**src/rtl/mem_ic_tile_fill_pkg.sv**
```systemverilog
// -----------------------------------------------------------------------------
// mem_ic_tile_fill_pkg
// Shared definitions for the L1 I$ tile-miss responder: the UMEM response
// status (OK) and request opcode (OPM) encodings, the fill FSM state enum and
// a small opcode decode helper.
// -----------------------------------------------------------------------------
package mem_ic_tile_fill_pkg;

    // Response status driven back to the cache.
    localparam logic [1:0] UMEM_OK_READY = 2'b00;
    localparam logic [1:0] UMEM_OK_OK    = 2'b01;
    localparam logic [1:0] UMEM_OK_HOLD  = 2'b10;
    localparam logic [1:0] UMEM_OK_FAULT = 2'b11;

    // Request opcodes issued by the cache.
    localparam logic [4:0] UMEM_OPM_READY   = 5'h00;
    localparam logic [4:0] UMEM_OPM_RD_TILE = 5'h10;

    typedef enum logic [1:0] {
        IFT_IDLE  = 2'd0,
        IFT_BEAT0 = 2'd1,
        IFT_BEAT1 = 2'd2,
        IFT_DONE  = 2'd3
    } ift_state_e;

    // Only RD_TILE is a request; every other opcode behaves like READY.
    function automatic logic is_rd_tile(input logic [4:0] opm);
        return opm == UMEM_OPM_RD_TILE;
    endfunction

endpackage

```
**src/rtl/mem_ic_tile_fill_if.sv**
```systemverilog
// -----------------------------------------------------------------------------
// mem_ic_tile_fill_if
// Bundles the cache-side tile port (memPc*, icFlush) and the L2/bus beat port
// (bus*) of the tile fill responder.
//   slave  : the responder (mem_ic_tile_fill)
//   master : the environment (L1I$ + bus), i.e. whoever drives requests/acks
// -----------------------------------------------------------------------------
interface mem_ic_tile_fill_if;

    logic [31:0]  memPcAddr;   // tile address, bits [3:0] ignored
    logic [4:0]   memPcOpm;    // request opcode
    logic [127:0] memPcData;   // beat1 in [127:64], beat0 in [63:0]
    logic [1:0]   memPcOK;     // response status
    logic         icFlush;     // one-cycle tile buffer invalidate
    logic [31:0]  busAddr;     // beat address
    logic         busReq;      // beat request, held until busAck
    logic         busAck;      // beat complete, busData/busErr valid
    logic         busErr;      // error qualifier on busAck
    logic [63:0]  busData;     // beat data

    modport slave (
        input  memPcAddr, memPcOpm, icFlush, busAck, busErr, busData,
        output memPcData, memPcOK, busAddr, busReq
    );

    modport master (
        output memPcAddr, memPcOpm, icFlush, busAck, busErr, busData,
        input  memPcData, memPcOK, busAddr, busReq
    );

endinterface

```
**src/rtl/mem_ic_tile_fill_tile_buf.sv**
```systemverilog
// -----------------------------------------------------------------------------
// ic_tile_buf
// One-entry last-tile buffer: tag, 128-bit data and valid bit.
//   clock, reset : core clock, async active-low reset (clears valid only)
//   flush        : invalidate; wins over a simultaneous write
//   wr_en        : write wr_tag/wr_data and set valid
//   lookup_tag   : tag to compare against the stored entry
//   hit, rd_data : combinational hit and stored data
// With ENABLE=0 the buffer never reports a hit.
// -----------------------------------------------------------------------------
module ic_tile_buf #(
    parameter bit ENABLE = 1'b1
) (
    input  logic         clock,
    input  logic         reset,
    input  logic         flush,
    input  logic         wr_en,
    input  logic [27:0]  wr_tag,
    input  logic [127:0] wr_data,
    input  logic [27:0]  lookup_tag,
    output logic         hit,
    output logic [127:0] rd_data
);

    logic         valid_q;
    logic [27:0]  tag_q;
    logic [127:0] data_q;

    always_ff @(posedge clock or negedge reset) begin
        if (!reset) begin
            valid_q <= 1'b0;
        end else if (flush) begin
            valid_q <= 1'b0;
        end else if (wr_en) begin
            valid_q <= 1'b1;
        end
    end

    // NOTE: tag/data storage has no reset; valid alone qualifies its contents.
    always_ff @(posedge clock) begin
        if (wr_en && !flush) begin
            tag_q  <= wr_tag;
            data_q <= wr_data;
        end
    end

    assign hit     = ENABLE && valid_q && (tag_q == lookup_tag);
    assign rd_data = data_q;

endmodule

```
**src/rtl/mem_ic_tile_fill.sv**
```systemverilog
// -----------------------------------------------------------------------------
// mem_ic_tile_fill
// Memory-side responder for the L1 I$ tile-miss port. A RD_TILE request is
// answered either from the one-entry last-tile buffer (1 cycle) or by fetching
// two 64-bit beats from the bus (base, base+8). Every output is registered.
//   clock   : core clock
//   reset   : asynchronous active-low reset
//   mif     : mem_ic_tile_fill_if.slave (memPc* cache port, icFlush, bus* port)
// Parameters:
//   TIMEOUT     : cycles without busAck on one beat before the tile faults
//   ENABLE_TBUF : 1 enables the last-tile buffer, 0 sends every request to bus
// -----------------------------------------------------------------------------
module mem_ic_tile_fill
    import mem_ic_tile_fill_pkg::*;
#(
    parameter int unsigned TIMEOUT     = 255,
    parameter int unsigned ENABLE_TBUF = 1
) (
    input  logic                  clock,
    input  logic                  reset,
    mem_ic_tile_fill_if.slave     mif
);

    ift_state_e   state_q, state_d;
    logic [31:0]  req_addr_q, req_addr_d;
    logic [7:0]   cnt_q, cnt_d;
    logic         flushed_q, flushed_d;   // icFlush seen since the request
    logic [1:0]   ok_q, ok_d;
    logic [127:0] data_q, data_d;
    logic         bus_req_q, bus_req_d;
    logic [31:0]  bus_addr_q, bus_addr_d;

    logic         fill_en;
    logic         buf_hit;
    logic [127:0] buf_data;
    logic [31:0]  tile_base;
    logic [7:0]   cnt_inc;
    logic         rd_tile;

    assign tile_base = mif.memPcAddr & 32'hFFFF_FFF0;
    assign cnt_inc   = cnt_q + 8'd1;
    assign rd_tile   = is_rd_tile(mif.memPcOpm);

    // Fill data is beat1 (arriving now) over the already captured beat0.
    ic_tile_buf #(.ENABLE(ENABLE_TBUF != 0)) u_tile_buf (
        .clock      (clock),
        .reset      (reset),
        .flush      (mif.icFlush),
        .wr_en      (fill_en),
        .wr_tag     (req_addr_q[31:4]),
        .wr_data    ({mif.busData, data_q[63:0]}),
        .lookup_tag (tile_base[31:4]),
        .hit        (buf_hit),
        .rd_data    (buf_data)
    );

    // NOTE: every variable driven here gets a default first, so no latch is inferred.
    always_comb begin
        state_d    = state_q;
        req_addr_d = req_addr_q;
        cnt_d      = cnt_q;
        flushed_d  = flushed_q;
        ok_d       = ok_q;
        data_d     = data_q;
        bus_req_d  = bus_req_q;
        bus_addr_d = bus_addr_q;
        fill_en    = 1'b0;

        case (state_q)
            IFT_IDLE: begin
                ok_d = UMEM_OK_READY;
                if (rd_tile) begin
                    req_addr_d = tile_base;
                    flushed_d  = mif.icFlush;
                    // A flush in the request cycle forces a miss.
                    if (buf_hit && !mif.icFlush) begin
                        state_d = IFT_DONE;
                        ok_d    = UMEM_OK_OK;
                        data_d  = buf_data;
                    end else begin
                        state_d    = IFT_BEAT0;
                        ok_d       = UMEM_OK_HOLD;
                        bus_req_d  = 1'b1;
                        bus_addr_d = tile_base;
                        cnt_d      = 8'd0;
                    end
                end
            end

            IFT_BEAT0, IFT_BEAT1: begin
                ok_d      = UMEM_OK_HOLD;
                flushed_d = flushed_q | mif.icFlush;
                if (mif.busAck && !mif.busErr) begin
                    cnt_d = 8'd0;
                    if (state_q == IFT_BEAT0) begin
                        data_d[63:0] = mif.busData;
                        state_d      = IFT_BEAT1;
                        bus_addr_d   = req_addr_q | 32'h0000_0008;
                    end else begin
                        data_d[127:64] = mif.busData;
                        state_d        = IFT_DONE;
                        ok_d           = UMEM_OK_OK;
                        bus_req_d      = 1'b0;
                        // A flush in this very cycle is handled inside the buffer.
                        fill_en        = !flushed_q;
                    end
                end else if (mif.busAck || (cnt_inc == 8'(TIMEOUT))) begin
                    state_d   = IFT_DONE;
                    ok_d      = UMEM_OK_FAULT;
                    data_d    = '0;
                    bus_req_d = 1'b0;
                end else begin
                    cnt_d = cnt_inc;
                end
            end

            IFT_DONE: begin
                if (!rd_tile) begin
                    state_d = IFT_IDLE;
                    ok_d    = UMEM_OK_READY;
                end
            end

            default: state_d = IFT_IDLE;
        endcase
    end

    // NOTE: sequential state uses non-blocking assignments so every register
    // samples the pre-edge values of the others.
    always_ff @(posedge clock or negedge reset) begin
        if (!reset) begin
            state_q    <= IFT_IDLE;
            req_addr_q <= '0;
            cnt_q      <= '0;
            flushed_q  <= 1'b0;
            ok_q       <= UMEM_OK_READY;
            data_q     <= '0;
            bus_req_q  <= 1'b0;
            bus_addr_q <= '0;
        end else begin
            state_q    <= state_d;
            req_addr_q <= req_addr_d;
            cnt_q      <= cnt_d;
            flushed_q  <= flushed_d;
            ok_q       <= ok_d;
            data_q     <= data_d;
            bus_req_q  <= bus_req_d;
            bus_addr_q <= bus_addr_d;
        end
    end

    assign mif.memPcOK   = ok_q;
    assign mif.memPcData = data_q;
    assign mif.busReq    = bus_req_q;
    assign mif.busAddr   = bus_addr_q;

endmodule

```
**src/flat_wrapper.sv**
```systemverilog
// flat-port wrapper written by rule: the top's interface ports become plain ports
module mem_ic_tile_fill_flat import mem_ic_tile_fill_pkg::*;
#(
    parameter int unsigned TIMEOUT     = 255,
    parameter int unsigned ENABLE_TBUF = 1
)
  (clock, reset, mif_memPcAddr, mif_memPcOpm, mif_icFlush, mif_busAck, mif_busErr, mif_busData, mif_memPcData, mif_memPcOK, mif_busAddr, mif_busReq);
  mem_ic_tile_fill_if mif_i ();
  input  logic clock;
  input  logic reset;
  input wire logic [$bits(mif_i.memPcAddr)-1:0] mif_memPcAddr;
  input wire logic [$bits(mif_i.memPcOpm)-1:0] mif_memPcOpm;
  input wire logic [$bits(mif_i.icFlush)-1:0] mif_icFlush;
  input wire logic [$bits(mif_i.busAck)-1:0] mif_busAck;
  input wire logic [$bits(mif_i.busErr)-1:0] mif_busErr;
  input wire logic [$bits(mif_i.busData)-1:0] mif_busData;
  output wire logic [$bits(mif_i.memPcData)-1:0] mif_memPcData;
  output wire logic [$bits(mif_i.memPcOK)-1:0] mif_memPcOK;
  output wire logic [$bits(mif_i.busAddr)-1:0] mif_busAddr;
  output wire logic [$bits(mif_i.busReq)-1:0] mif_busReq;
  assign mif_i.memPcAddr = mif_memPcAddr;
  assign mif_i.memPcOpm = mif_memPcOpm;
  assign mif_i.icFlush = mif_icFlush;
  assign mif_i.busAck = mif_busAck;
  assign mif_i.busErr = mif_busErr;
  assign mif_i.busData = mif_busData;
  assign mif_memPcData = mif_i.memPcData;
  assign mif_memPcOK = mif_i.memPcOK;
  assign mif_busAddr = mif_i.busAddr;
  assign mif_busReq = mif_i.busReq;
  mem_ic_tile_fill #(.TIMEOUT(TIMEOUT), .ENABLE_TBUF(ENABLE_TBUF)) u_core (.clock(clock), .reset(reset), .mif(mif_i));
endmodule
```
**config.mk**
```make
export PLATFORM = sky130hd
export DESIGN_NAME = mem_ic_tile_fill_flat
export DESIGN_NICKNAME = d
export VERILOG_FILES = /design/src/rtl/mem_ic_tile_fill_pkg.sv /design/src/rtl/mem_ic_tile_fill_if.sv /design/src/rtl/mem_ic_tile_fill_tile_buf.sv /design/src/rtl/mem_ic_tile_fill.sv /design/src/flat_wrapper.sv
export SDC_FILE = /design/constraint.sdc
export NUM_CORES = 1
export LEC_CHECK = 0
export CORE_ASPECT_RATIO = 0.75
export CORE_MARGIN = 3
export CORE_UTILIZATION = 30
export DETAILED_ROUTE_END_ITERATION = 6
export HOLD_SLACK_MARGIN = 0.08
export PLACE_DENSITY = 0.49
export SKIP_CTS_REPAIR_TIMING = 1
export SYNTH_ARGS = -nofsm -noshare
export SYNTH_HDL_FRONTEND = slang
export SYNTH_SLANG_ARGS = --single-unit
```
**constraint.sdc**
```tcl
create_clock -name clock -period 24.5 [get_ports clock]
set_clock_uncertainty 0.05 [all_clocks]
set_input_delay 4.9 -clock clock [delete_from_list [all_inputs] [get_ports clock]]
set_output_delay 4.9 -clock clock [all_outputs]
set_load 0.03 [all_outputs]
```
==> results.toml, run 1 <==
[global_routing]
grt_pass1_wl_um = 61580
grt_pass1_vias = 10050
grt_remaining_overflow = 0
grt_antenna_before_repair = 1
grt_max_degree = 104
grt_use_total = 0.1520

[place]
place_congestion = 0.7379
place_hpwl_um = 24510
place_ws_ns = 15.40
placed_cells = 2050
io_buffers = 261

[run_status]
status = "finished, final reports clean"

[route]
wl_um = 39780
num_vias = 9874
drtIter0Drc = 571
ant_nets = 0
firstDrtPassIters = 5
routed_via_density = 4.649
wl_per_cell_um = 18.73
drcViolationCount = 0

[synth]
syn_area_per_cell_um2 = 12.12
syn_inst = 1212
syn_area_um2 = 14690
yosysWarnings = 0
ys_ff_latch = 356
ys_seq_area_frac = 0.6596
yosysUniqueCellTypes = 43

[sta]
min_period_over_period = 0.3432
max_clock_freq_mhz = 118.9
worstMarginPinSlew_ns = 1.036
fin_crit_ns = 8.409
finalSetupViolCount = 0
maxSlewViolCount = 0
rsz0062_at_grt = "false"
hold_viol = 0
finalSetupTns_ns = 0
setup_ws_ns = 16.09
relSlewSlack = 0.3094

[pwr]
ir_worst_vdd_v = 0.00007243
p_total_mw = 2.890
p_per_area_nw_per_um2 = 150.9
p_leak_nw = 7.215

[clock_tree]
clk_path_buf_depth = 3
clk_pin_slew_worst_paths_ns = 0.06
cts_tree = "done"
clkLatencyLatePin_ns = 0.53
cts_sinks = 356
numCtsBuffers = 40
cts_max_level = 2
cts-root-buf = "clkbuf_16"

[worst_setup_path]
start_kind = "input pin"
worstPathRequired_ns = 24.60
end_kind = "flip-flop"
worst-path-max-fanout = 78
arrival_ns = 8.51
path_class = "in -> reg"

[floorplanning]
io_pins = 269
rows = 69
fp.dieH_um = 197.6
placeableCoreArea_um2 = 47830
dieArea_um2 = 51680
die_x_um = 261.5
start_util = 0.3071

[job]
cap_violations = 0

[cells_and_area]
drive_gt1_frac = 0.09097
nFillCells = 4616
stdcell_count = 2124
areaGrowthSynthToFinish_pct = 30.38
nets = 1569
finalCoreUtilization = 0.4004

[min_path]
hp-class = "reg -> reg"
## logic make-up (layout without fill, tap and decap cells)
kind of cell    count (synthesis)  in the layout  share of synthesized area
compound gates                356            356                     0.1319
xor+xnor                       31             31                    0.01848
fa+ha+maj                      10             10                   0.008518
buf+inv                        83            353                    0.03032
flops                         356            356                     0.6596
mux                            57             57                    0.04131
other cells                     1              4                  0.0002553
simple gates                  318            318                     0.1095
## Yosys cell counts
master | n | area [µm²]
a211oi_1 | 1 | 7.510
a21o_1 | 2 | 15.01
a21oi_1 | 299 | 1496
a21oi_2 | 20 | 175.2
a221oi_2 | 2 | 30.03
a31oi_1 | 2 | 12.51
a32o_1 | 2 | 20.02
a41oi_2 | 1 | 16.27
and2_1 | 6 | 37.54
and2_2 | 1 | 7.510
and3_1 | 1 | 6.260
and4_1 | 2 | 17.52
buf_1 | 1 | 3.750
buf_2 | 13 | 65.06
buf_4 | 11 | 82.58
buf_6 | 10 | 112.6
clkbuf_1 | 43 | 161.4
clkbuf_2 | 1 | 5.000
conb_1 | 1 | 3.750
dfrtp_1 | 200 | 5005
edfxtp_1 | 156 | 4684
ha_1 | 10 | 125.1
inv_1 | 4 | 15.01
mux2_2 | 29 | 326.6
mux2i_1 | 28 | 280.3
nand2_1 | 14 | 52.55
nand2b_1 | 4 | 25.02
nand4_1 | 8 | 50.05
nor2_1 | 141 | 529.3
nor2b_1 | 133 | 832.1
nor3_1 | 1 | 5.000
nor4_1 | 4 | 25.02
nor4b_1 | 1 | 8.760
o21a_1 | 4 | 30.03
o21ai_0 | 14 | 70.07
o21ai_1 | 1 | 5.000
o22a_1 | 1 | 8.760
o22ai_1 | 2 | 12.51
o2bb2ai_1 | 1 | 8.760
o31ai_1 | 4 | 30.03
or2_2 | 2 | 12.51
xnor2_1 | 26 | 227.7
xor2_1 | 5 | 43.79
## layout make-up
class | count | area, µm² | area share
inverters | 4 | 15.01 | 0.0007840
clock inverters | 5 | 40.04 | 0.002091
flip-flops and latches | 356 | 9689 | 0.5059
well taps | 639 | 799.5 | 0.04175
repair buffers | 276 | 2730 | 0.1426
diodes | 1 | 2.502 | 0.0001307
clock buffers | 68 | 1259 | 0.06573
multi-input cells | 775 | 4616 | 0.2410
## state kept, by name (all words and copies together) (netlist names)
register / count
u_core.mif.memPcData: 128
u_core.cnt_q: 8
u_core.mif.busAddr: 29
u_core.u_tile_buf.rd_data: 128
u_core.u_tile_buf.valid_q: 1
u_core.mif.busReq: 1
u_core.flushed_q: 1
u_core.state_q: 2
u_core.u_tile_buf.tag_q: 28
u_core.mif.memPcOK: 2
u_core.req_addr_q: 28
## stage by stage
stage / cell area [µm²] / hold WS, ns
3_5_place_dp: 17850 / 0.4037
2_1_floorplan: 14700 / 0.3909
5_1_grt: 19150 / 0.4231
3_3_place_gp: 17850 / 0.3997
6_report: 19150 / 0.4119
4_1_cts: 19150 / 0.4138
## worst max-delay path, stage by stage
cell and delay [ns]:
clkdlybuf4s50_1 0.58, nor2b_1 0.40, and2_4 0.80, nor4b_2 0.38, buf_4 0.55, buf_4 0.79
## path summary, 6_finish.rpt
path | depth (start not counted) | slack [ns] | start | end
worst max-delay path | 6 | 16.09 | mif_busAck | u_core.u_tile_buf.rd_data[2]
worst min-delay path | 0 | 0.41 | u_core.req_addr_q[29] | u_core.u_tile_buf.tag_q[25]
worst max register to register | 6 | 20.01 | u_core.state_q[0] | u_core.u_tile_buf.rd_data[2]
worst min register to register | 0 | 0.41 | u_core.req_addr_q[29] | u_core.u_tile_buf.tag_q[25]
max in group asynchronous | 2 | 18.51 | reset | u_core.mif.busAddr[24]
min in group asynchronous | 1 | 4.40 | reset | u_core.mif.memPcData[86]
## cell usage in the layout, fill, tap and decap left out, types with 5 or more instances in the layout
| cell | count |
|---|---|
| clkbuf_16 | 42 |
| dfrtp_1 | 200 |
| and2_1 | 5 |
| edfxtp_1 | 156 |
| nand2_1 | 13 |
| clkbuf_8 | 11 |
| nor2_1 | 141 |
| clkdlybuf4s50_1 | 260 |
| a21oi_2 | 20 |
| nand4_1 | 8 |
| mux2_2 | 29 |
| o21ai_0 | 13 |
| nor2b_1 | 133 |
| buf_4 | 15 |
| xnor2_1 | 26 |
| clkbuf_1 | 15 |
| a21oi_1 | 299 |
| xor2_1 | 5 |
| ha_1 | 9 |
| mux2i_1 | 28 |
## metal layers
metal | global-route usage | share of wire
met1 | 0.2219 | 0.48
met2 | 0.2316 | 0.46
met3 | 0.03127 | 0.045
met4 | 0.03693 | 0.019
met5 | 0 | 0
## power breakdown
group | switching [mW] | total, mW | internal, mW
logic | 0.873 | 1.38 | 0.504
registers | 0.107 | 0.924 | 0.817
clock network | 0.239 | 0.589 | 0.349
Note: power is estimated with default switching activity, not from simulation.
==> run 2, diff against run 1 <==
clock period = 7.8 ns   (was 24.5 ns; I/O delays follow)
==> run 2 against run 1 <==
Utilization is essentially flat. Clock power grew to 3.2 times the previous value. Non-clock buffer count unchanged.
==> results.toml, run 2 (synthesis results as in run 1) <==
[route]
wl_um = 40150
firstDrtPassIters = 4
routed_via_density = 4.642
ant_nets = 0
drcViolationCount = 0
wl_per_cell_um = 18.94
num_vias = 9840
drtIter0Drc = 538

[worst_setup_path]
end_kind = "flip-flop"
worst-path-max-fanout = 55
start_kind = "input pin"
worstPathRequired_ns = 7.91
path_class = "in -> reg"
arrival_ns = 4.42

[cells_and_area]
drive_gt1_frac = 0.08913
nFillCells = 4658
finalCoreUtilization = 0.3999
nets = 1568
final_common_cell = "a21oi_1"
diodes = 0
layout_common_cells = "a21oi_1 (299), clkdlybuf4s50_1 (260), dfrtp_1 (200)"
areaGrowthSynthToFinish_pct = 30.21

[floorplanning]
fp.dieH_um = 197.6
dieArea_um2 = 51680
io_pins = 269
rows = 69
start_util = 0.3071
die_x_um = 261.5
placeableCoreArea_um2 = 47830

[clock_tree]
numCtsBuffers = 39
cts_sinks = 356
clkLatencyLatePin_ns = 0.54
cts_max_level = 2
clk_path_buf_depth = 3
cts-root-buf = "clkbuf_16"
cts_tree = "done"
clk_pin_slew_worst_paths_ns = 0.06

[pwr]
pwr-share-seq = 0.318
comb_power_share = 0.478
internal-power_mw = 5.241
switching_share = 0.4243
clockPowerShare = 0.204
p_total_mw = 9.104
p_sw_mw = 3.863
p_leak_nw = 7.200
p_per_area_nw_per_um2 = 476.0
ir_worst_vdd_v = 0.0002618

[sta]
hold_viol = 0
fin_crit_ns = 4.311
rsz0062_at_grt = "false"
finalSetupViolCount = 0
min_period_over_period = 0.5527
maxSlewViolCount = 0
relSlewSlack = 0.3073
worstMarginPinSlew_ns = 1.039
setup_ws_ns = 3.489
max_clock_freq_mhz = 232.0
finalSetupTns_ns = 0

[run_status]
status = "finished, final reports clean"

[global_routing]
grt_pass1_wl_um = 61440
grt_max_degree = 109
grt_pass1_vias = 9963
grt_antenna_before_repair = 0
grt_use_total = 0.1530
grt_remaining_overflow = 0

[place]
place_hpwl_um = 24300
place_ws_ns = 2.913
place_congestion = 0.7534
io_buffers = 261

[min_path]
hp-class = "reg -> reg"

[job]
cap_violations = 0
-- run 2: changes by cell type in the layout (fill, tap and decap cells not counted), moves of 3 or more --
cell	change
clkinv_1	+6
clkbuf_8	-7
clkbuf_16	-3
bufinv_16	+4
clkbuf_1	-7
clkinv_2	+3
-- run 2: critical path, cell delays in order --
cell and delay [ns]:
clkdlybuf4s50_1 0.59, nor2b_1 0.48, and2_4 0.68, nor4b_4 0.40, buf_4 0.66
-- run 2: power by group through the flow --
stage / clock network (mW) / registers [mW] / logic, mW
3_5_place_dp: 0 / 2.93 / 4.42
4_1_cts: 1.92 / 2.90 / 4.44
6_report: 1.86 / 2.89 / 4.35
5_1_grt: 1.99 / 2.97 / 4.74
3_3_place_gp: 0 / 2.91 / 4.39
2_1_floorplan: 0 / 3.73 / 2.00
-- run 2: metal layers --
layer	vias to the layer above	part of all wire	global-route usage
met5	-	0	0
met4	0	0.016	0.03796
met3	46	0.047	0.03332
met2	167	0.45	0.2354
met1	4879	0.49	0.2202
li1	4748	-	-
-- run 2: cell type report --
type	instances	area (µm²)	share of cell area
Timing Repair Buffer	276	2743	0.1434
Clock buffer	51	1061	0.05547
Clock inverter	19	197.7	0.01034
Tap cell	639	799.5	0.04180
Multi-Input combinational cell	775	4622	0.2416
Sequential cell	356	9689	0.5066
Inverter	4	15.01	0.0007850
-- run 2: final timing paths --
kind | startpoint | end | slack [ns] | cells after the start
worst max-delay path | mif_busAck | u_core.u_tile_buf.rd_data[119] | 3.49 | 5
min in group asynchronous | reset | u_core.mif.memPcData[10] | 1.03 | 1
worst min register to register | u_core.mif.memPcData[3] | u_core.u_tile_buf.rd_data[3] | 0.42 | 0
max in group asynchronous | reset | u_core.mif.memPcData[119] | 5.33 | 2
worst min-delay path | u_core.mif.memPcData[3] | u_core.u_tile_buf.rd_data[3] | 0.42 | 0
worst max register to register | u_core.state_q[1] | u_core.u_tile_buf.rd_data[119] | 4.25 | 5
-- run 2: stage by stage --
| stage | instances | hold WS (ns) | instance area, µm² |
|---|---|---|---|
| finish | 2120 | 0.4160 | 19130 |
| global route | 2120 | 0.4261 | 19130 |
| CTS | 2120 | 0.4160 | 19130 |
| detailed placement | 2050 | 0.4029 | 17870 |
| global placement | 2050 | 0.3977 | 17870 |
| floorplan | 1214 | 0.3909 | 14710 |
==> run 3, diff against run 2 <==
PLACE_DENSITY = 0.5   (was 0.49)
clock period = 3.9 ns   (was 7.8 ns; I/O delays follow)
==> run 3 against run 2 <==
Worst setup slack worse by 2.7 ns. Sequential share of layout area fell by 0.59 points. Clock power rose by 94%. Final cell count is 0.85% higher. Non-clock buffer count is 16 higher. Critical endpoint is now u_core.mif.memPcData[125]. Largest cell class unchanged. Largest power group unchanged.
==> results.toml, run 3 (synthesis results as in run 1) <==
[clock_tree]
cts_tree = "done"
clkLatencyLatePin_ns = 0.53
clk_pin_slew_worst_paths_ns = 0.06
cts_sinks = 356
cts-root-buf = "clkbuf_16"
numCtsBuffers = 40
cts_max_level = 2
clk_path_buf_depth = 3

[worst_setup_path]
path_cells = "clkdlybuf4s50_1 > xnor2_1 > nand4_1 > nor4_1 > nand4_1 > a221oi_4 > buf_12 > buf_4 > nor2_1 > a21oi_1"
path_class = "in -> reg"
cpPeakStageDelay_ns = 0.56
r2r_slack_ns = 1.15
crit_cells = 10
arrival_ns = 3.52
worst-path-max-fanout = 37
start_kind = "input pin"
crit_slowest_cell = "clkdlybuf4s50_1"
path_buf_inv = 3
worstPathRequired_ns = 4.30
r2r-start = "u_core.u_tile_buf.tag_q[3]"
cp_top_family = "buffers and inverters"
cp_common_cell = "nand4_1"
worstReg2RegEnd = "u_core.mif.memPcData[125]"
end_kind = "flip-flop"
r2r_cells = 9

[pwr]
ir_worst_vdd_v = 0.0006487
pwr-share-seq = 0.317
internal-power_mw = 10.62
p_per_area_nw_per_um2 = 946.7
p_leak_nw = 7.306
clockPowerShare = 0.196
switching_share = 0.4200
comb_power_share = 0.487
p_sw_mw = 7.695

[route]
num_vias = 9856
drtIter0Drc = 547
wl_um = 40020
wl_per_cell_um = 18.72
drcViolationCount = 0
firstDrtPassIters = 5
ant_nets = 0
routed_via_density = 4.610

[place]
placed_cell_area_um2 = 18110
place_hpwl_um = 25540
place_congestion = 0.7676
io_buffers = 261
placed_cells = 2066

[floorplanning]
dieArea_um2 = 51680
rows = 69
fp.dieH_um = 197.6
die_x_um = 261.5
io_pins = 269
start_util = 0.3071
placeableCoreArea_um2 = 47830

[cells_and_area]
nFillCells = 4535
areaGrowthSynthToFinish_pct = 31.74
layout_common_cells = "a21oi_1 (299), clkdlybuf4s50_1 (260), dfrtp_1 (200)"
final_common_cell = "a21oi_1"
drive_gt1_frac = 0.09880
nets = 1585
final_cell_area_um2 = 19350
stdcell_count = 2138

[global_routing]
gr-usage-met2 = 0.2236
grt_remaining_overflow = 0
grt-busiest-layer = "met1"
grt_use_total = 0.1515
grtUsageMet1 = 0.2286
grt_pass1_vias = 9737
grt_antenna_before_repair = 1
grt_pass1_wl_um = 60850
grt_max_degree = 129
grtUsageMet3 = 0.02935

[min_path]
hp-class = "in -> async"

[sta]
worstMarginPinSlew_ns = 0.7192
relSlewSlack = 0.5205
max_clock_freq_mhz = 321.3
finalSetupViolCount = 0
maxSlewViolCount = 0
hold_ws_ns = 0.1838
hold_viol = 0
fin_crit_ns = 3.113
rsz0062_at_grt = "false"
min_period_over_period = 0.7982

[job]
cap_violations = 0

[run_status]
status = "finished, final reports clean"
-- run 3: cell types whose count changed in the layout (fill, tap and decap cells not counted), moves of 3 or more --
cell | before | now
buf_12 | 1 | 10
clkinv_2 | 6 | 3
buf_4 | 14 | 21
clkbuf_1 | 8 | 16
clkinv_1 | 6 | 1
clkbuf_8 | 4 | 7
bufinv_16 | 4 | 1
-- run 3: worst max-delay path by stage --
stage / slack (ns) / from / endpoint
6_report: 0.79 / mif_memPcAddr[23] / u_core.mif.memPcData[125]
5_1_grt: 0.60 / mif_memPcAddr[23] / u_core.mif.memPcData[117]
4_1_cts: 0.75 / mif_memPcAddr[23] / u_core.mif.memPcData[125]
3_5_place_dp: 0.18 / mif_memPcAddr[23] / u_core.mif.memPcData[125]
3_3_place_gp: 0.25 / mif_memPcAddr[20] / u_core.mif.memPcData[126]
2_1_floorplan: -2.73 / mif_busAck / u_core.u_tile_buf.valid_q
-- run 3: routing by layer --
metal | up-vias | routed length (µm)
li1 | 4785 | -
met1 | 4825 | 20020
met2 | 198 | 17560
met3 | 48 | 1768
met4 | 0 | 670
met5 | - | 0
-- run 3: stage by stage --
| step | TNS (ns) | utilization | setup WS (ns) | total power [mW] |
|---|---|---|---|---|
| floorplan | -422.36 | - | -2.734 | 11.46 |
| global placement | 0 | 0.3786 | 0.2497 | 14.82 |
| detailed placement | 0 | 0.3786 | 0.1810 | 14.92 |
| CTS | 0 | 0.4045 | 0.7509 | 18.63 |
| global route | 0 | 0.4046 | 0.6003 | 19.55 |
| finish | 0 | 0.4046 | 0.7872 | 18.32 |
-- run 3: power by group through the flow --
stage	Clock, mW	Combinational [mW]	Sequential [mW]
CTS	3.73	9.07	5.82
global placement	0	8.98	5.84
finish	3.60	8.91	5.81
floorplan	0	4.00	7.46
detailed placement	0	9.04	5.88
global route	3.89	9.71	5.95
-- run 3: final cells by class --
class                   count  area [µm²]  area share
clock buffers              63        1157     0.05981
well taps                 639       799.5     0.04132
multi-input cells         775        4629      0.2392
flip-flops and latches    356        9689      0.5007
inverters                   4       15.01   0.0007759
repair buffers            292        2975      0.1538
clock inverters             8       82.58    0.004267
diodes                      1       2.502   0.0001293
